$ cat src/rtl/rca_pkg.sv
// Shared helpers for the pipelined ripple-carry adder/subtractor.
// Holds the default geometry and the chunk-width calculation.
// The per-stage record is declared in the top module because its width
// follows the WIDTH parameter.
package rca_pkg;

  localparam int RCA_DEF_WIDTH  = 16;
  localparam int RCA_DEF_STAGES = 4;

  // Bits resolved per pipeline stage.
  function automatic int chunk_width(input int width, input int stages);
    return width / stages;
  endfunction

endpackage

$ cat src/rtl/rca_chunk.sv
// Combinational W-bit ripple of full-adder slices.
// One instance of this block resolves one chunk per pipeline stage.
module rca_chunk #(
  parameter int W = 4
) (
  input  logic [W-1:0] a,
  input  logic [W-1:0] b,
  input  logic         ci,
  output logic [W-1:0] s,
  output logic         co
);

  logic [W:0] w_c;

  assign w_c[0] = ci;

  for (genvar gi = 0; gi < W; gi++) begin : g_fa
    assign s[gi]      = a[gi] ^ b[gi] ^ w_c[gi];
    assign w_c[gi+1]  = (a[gi] & b[gi]) | (w_c[gi] & (a[gi] ^ b[gi]));
  end

  assign co = w_c[W];

endmodule

$ cat src/rtl/pipe_rca_addsub.sv
// Pipelined ripple-carry adder/subtractor.
// WIDTH bits are split into STAGES chunks; one chunk resolves per cycle
// with the carry registered between stages. A single global enable
// (downstream free or accepting) advances or freezes the whole pipe.
// Optional feature macro: PIPE_RCA_SAT_EN clamps the sum to the signed
// range on overflow; without it the sum is the raw modular result.
module pipe_rca_addsub
  import rca_pkg::*;
#(
  parameter int WIDTH  = RCA_DEF_WIDTH,
  parameter int STAGES = RCA_DEF_STAGES
) (
  input  logic             clk,
  input  logic             rst_n,
  input  logic             in_valid,
  output logic             in_ready,
  input  logic [WIDTH-1:0] a,
  input  logic [WIDTH-1:0] b,
  input  logic             cin,
  input  logic             sub,
  output logic             out_valid,
  input  logic             out_ready,
  output logic [WIDTH-1:0] sum,
  output logic             cout,
  output logic             ovf
);

  localparam int CHUNK = chunk_width(WIDTH, STAGES);

  // Beat as it travels: operands ride along so later stages can finish
  // their chunks, and sum_lo accumulates the chunks already resolved.
  typedef struct packed {
    logic             valid;
    logic [WIDTH-1:0] a_hi;
    logic [WIDTH-1:0] b_hi;
    logic [WIDTH-1:0] sum_lo;
    logic             carry;
  } stage_t;

  stage_t           r_stage [STAGES];
  stage_t           w_src   [STAGES];
  stage_t           w_nxt   [STAGES];
  logic [CHUNK-1:0] w_s     [STAGES];
  logic             w_co    [STAGES];
  logic             w_en;
  stage_t           w_last;
  logic             w_ovf;

  assign w_last    = r_stage[STAGES-1];
  assign w_en      = !w_last.valid | out_ready;
  assign in_ready  = w_en;
  assign out_valid = w_last.valid;

  // Stage inputs: stage 0 takes the prepared operands (zeroed for bubbles
  // so idle outputs read as zero), later stages take the previous register.
  always_comb begin
    w_src[0] = '0;
    if (in_valid) begin
      w_src[0].valid = 1'b1;
      w_src[0].a_hi  = a;
      w_src[0].b_hi  = sub ? ~b : b;
      w_src[0].carry = sub ? ~cin : cin;
    end
    for (int k = 1; k < STAGES; k++) begin
      w_src[k] = r_stage[k-1];
    end
  end

  for (genvar gi = 0; gi < STAGES; gi++) begin : g_stage
    rca_chunk #(
      .W (CHUNK)
    ) u_chunk (
      .a  (w_src[gi].a_hi[gi*CHUNK +: CHUNK]),
      .b  (w_src[gi].b_hi[gi*CHUNK +: CHUNK]),
      .ci (w_src[gi].carry),
      .s  (w_s[gi]),
      .co (w_co[gi])
    );
  end

  // Merge each stage's resolved chunk and its carry into the travelling record.
  always_comb begin
    for (int k = 0; k < STAGES; k++) begin
      w_nxt[k]                          = w_src[k];
      w_nxt[k].sum_lo[k*CHUNK +: CHUNK] = w_s[k];
      w_nxt[k].carry                    = w_co[k];
    end
  end

  // Pipe registers: cleared on reset, frozen together when the output stalls.
  always_ff @(posedge clk) begin
    if (!rst_n) begin
      for (int k = 0; k < STAGES; k++) begin
        r_stage[k] <= '0;
      end
    end else if (w_en) begin
      for (int k = 0; k < STAGES; k++) begin
        r_stage[k] <= w_nxt[k];
      end
    end
  end

  // Signed overflow: operands agree in sign but the result does not.
  assign w_ovf = (w_last.a_hi[WIDTH-1] == w_last.b_hi[WIDTH-1]) &
                 (w_last.sum_lo[WIDTH-1] != w_last.a_hi[WIDTH-1]);

  assign cout = w_last.carry;
  assign ovf  = w_ovf;

`ifdef PIPE_RCA_SAT_EN
  localparam logic [WIDTH-1:0] SAT_MAX = {1'b0, {(WIDTH-1){1'b1}}};
  localparam logic [WIDTH-1:0] SAT_MIN = {1'b1, {(WIDTH-1){1'b0}}};

  // Clamp toward the sign of the operands: positive operands overflow high.
  always_comb begin
    sum = w_last.sum_lo;
    if (w_ovf) begin
      sum = w_last.a_hi[WIDTH-1] ? SAT_MIN : SAT_MAX;
    end
  end
`else
  assign sum = w_last.sum_lo;
`endif

endmodule

$ cat config.mk
export PLATFORM = sky130hd
export DESIGN_NAME = pipe_rca_addsub
export DESIGN_NICKNAME = d
export VERILOG_FILES = /design/src/rtl/rca_pkg.sv /design/src/rtl/rca_chunk.sv /design/src/rtl/pipe_rca_addsub.sv
export SDC_FILE = /design/constraint.sdc
export NUM_CORES = 1
export LEC_CHECK = 0
export ABC_AREA = 1
export BUFFER_PORTS_ARGS = -buffer_cell sky130_fd_sc_hd__buf_2
export CORE_ASPECT_RATIO = 1.4
export CORE_MARGIN = 5
export CORE_UTILIZATION = 55
export CTS_BUF_LIST = sky130_fd_sc_hd__clkbuf_2 sky130_fd_sc_hd__clkbuf_4 sky130_fd_sc_hd__clkbuf_8
export DETAILED_ROUTE_END_ITERATION = 16
export PLACE_DENSITY = 0.84
export SLEW_MARGIN = 20
export SYNTH_ARGS = -nofsm -noshare
export SYNTH_HDL_FRONTEND = slang
export SYNTH_SLANG_ARGS = --single-unit
$ cat constraint.sdc
create_clock -name clk -period 5.55 [get_ports clk]
set_clock_uncertainty 0.2 [all_clocks]
set_input_delay 0.555 -clock clk [delete_from_list [all_inputs] [get_ports clk]]
set_output_delay 0.555 -clock clk [all_outputs]
set_load 0.01 [all_outputs]
==> results.md <==
* Initial Utilization at 56.53%
* Comb pwr share at 8.0%
* Synth Warn # at 0
* Die X at 87.58 um
* Final core utilization at 61.34%
* Mapped Area at 4634 um2
* Cell variety after synth at 17
* Worst-path fanout max at 23
* Antenna-violating nets left at 0
* Number of global-route vias before repair at 2,412
* Reg power frac at 60.3%
* Post-CTS Resized at 0
* # diodes at 0
* Core ar. at 8198 um2
* # setup viols final at 0
* Grt ovf at 0
* Die Area at 10,390 um2
* Worst-path clk slew at 0.09 ns
* CP Capture Type: flip-flop
* Htree depth at 3
* Nets at 515
* First-pass GRT wire length at 9660 um
* Total wire length at 5615 um
* Worst slew pin tran at 0.8330 ns
* Gate Count Post-Synth at 421
* Most used cell, CP: fa_1
* Mapped Nets at 475
* Register with the most flip-flops: r_stage
* Switching share of power at 22.72%
* Pint at 1.113 mW
* Net switching power at 327.1 uW
* Final Max Tran Viols at 0
* DR WL/cell at 9.886 um
* Num rows at 39
* RePlAce Congestion at 0.7297
* All-Layer GR Usage at 11.79%
* Worst Path Required at 5.56 ns
* Top flop regs: r_stage (98)
* Initial antenna violation count at 0
* Worst rel slew slack at 44.47%
* Root buffer cell: clkbuf_8
* Routed vias/inst at 4.400
* Vias after detailed routing at 2,499
* Setup TNS at 0 ns
* Longest Clk Path Bufs at 2
* Fmax at 338.9 MHz
* Hold_buf cts at 0
* Worst EP arrival at 2.96 ns
* Clk network pwr share at 31.8%
* Power density over the cells at 286.3 nW/um2
* Fin cells at 568
* DP Wirelength at 3834 um
* Max FFs per register at 98
* Clk sinks at 98
* CTS buffer count at 9
* DP Cell Count at 552
* DRC viols at 0
* Fin. Hold Viols at 0
* Crit Path Category: input pin to flip-flop
* Cell family with most CP delay: adder cells
* Worst hold path class: input pin to flip-flop
* RSZ-0062 raised after global routing: no
* Area Overhead vs Synth at 8.504%
* Startpoint Class: input pin
* Final min period at 2.951 ns
* CTS tree: yes
* Worst stage delay on the critical path at 0.43 ns
* Clk_lat worst skew at 0.36 ns
* Synthesized flop and latch total at 98
* Maximum VDD drop at 184.1 uV
* WP buf/inv at 2
* TritonRoute pass-1 iters at 5
* LEAKAGE at 2.320 nW
* Period utilization at 53.16%
* IO Pins at 58
* Seq/Total Area, Yosys at 63.50%
* Post-CTS setup buffers at 0
* Crit path cell chain: buf_2 -> nand2_1 -> nand2_1 -> nor2_1 -> fa_1 -> fa_1 -> fa_1 -> inv_1 -> fa_1 -> nor2_2
* Largest net degree at the start of global routing at 99
* Port bufs at 57
* Die Ht at 118.6 um
* Share of layout cells above drive strength 1 at 21.24%
* DRT iter0 DRCs at 130
* Post-Syn Area per Cell at 11.01 um2
* Status: finished clean
* Maxcap violations at 0
* Slowest stage cell, crit path: fa_1
* Hold WS at 0.2935 ns
-- synthesized netlist by cell type, drive strengths merged --
master,count,area [um2]
inv,115,431.7
buf,29,244.0
nor2,108,460.4
o21ai,1,5.000
edfxtp,98,2943
fa,16,320.3
nand2,50,197.7
a21oi,2,10.01
nand3,2,22.52
-- per-layer routing --
layer	vias to the layer above	global-route usage (%)	part of all wire [%]
li1	1311	-	-
met2	63	20.85	54
met4	0	7.486	3.4
met1	1106	12.28	37
met5	-	0	0
met3	19	2.436	5.7
-- final cells by class --
class / count / area, um2
clock buffers: 9 / 123.9
clock inverters: 7 / 77.57
repair buffers: 58 / 296.5
flip-flops and latches: 98 / 2943
inverters: 115 / 431.7
well taps: 102 / 127.6
fillers: 666 / 3169
multi-input cells: 179 / 1028
-- worst register-to-register path, delay by kind of cell, from the launching register on --
kind	cells	cell delay (ns)
flops	1	0.40
simple gates	1	0.12
fa+ha+maj	4	1.40
buf+inv	3	0.24
-- stage by stage --
step | area, um2 | worst slack [ns] | power [mW]
after floorplan | 4634 | 1.364 | 0.9800
after CTS | 5025 | 2.622 | 1.453
after global routing | 5029 | 2.523 | 1.503
final | 5029 | 2.599 | 1.440
after detailed placement | 4823 | 2.232 | 1.002
after global placement | 4823 | 2.405 | 0.9932
-- power by group through the flow --
stage	Combinational [mW]	Clock [mW]	Sequential (mW)
final	0.115	0.457	0.868
after global routing	0.135	0.495	0.873
after CTS	0.117	0.468	0.868
after detailed placement	0.116	0	0.886
after global placement	0.110	0	0.883
after floorplan	0.0966	0	0.883
-- logic make-up after synthesis --
logic type / share of synthesized area, %
AND/OR/NAND/NOR: 14.69
adder cells (fa/ha/maj): 6.912
AO/OA/AOI/OAI: 0.3239
buffers and inverters: 14.58
flip-flops: 63.50
-- final timing paths --
path / to / start / slack [ns] / cells after the start
worst min-delay path: r_stage[0][37] / a[4] / 0.29 / 3
worst max-delay path: r_stage[0][4] / sub / 2.60 / 10
worst min register to register: r_stage[0][152] / r_stage[0][102] / 0.35 / 2
worst max register to register: r_stage[0][112] / r_stage[0][50] / 3.02 / 8
-- cells in the final DEF (no fill, tap or decap), drive strengths merged, types with 2 or more instances in the layout --
cell type and count:
nand2 50, buf 58, edfxtp 98, clkinv 3
a21oi 2, nor2 108, clkbuf 9, inv 117
nand3 2, fa 16
Power figures use the tool's default switching activity.
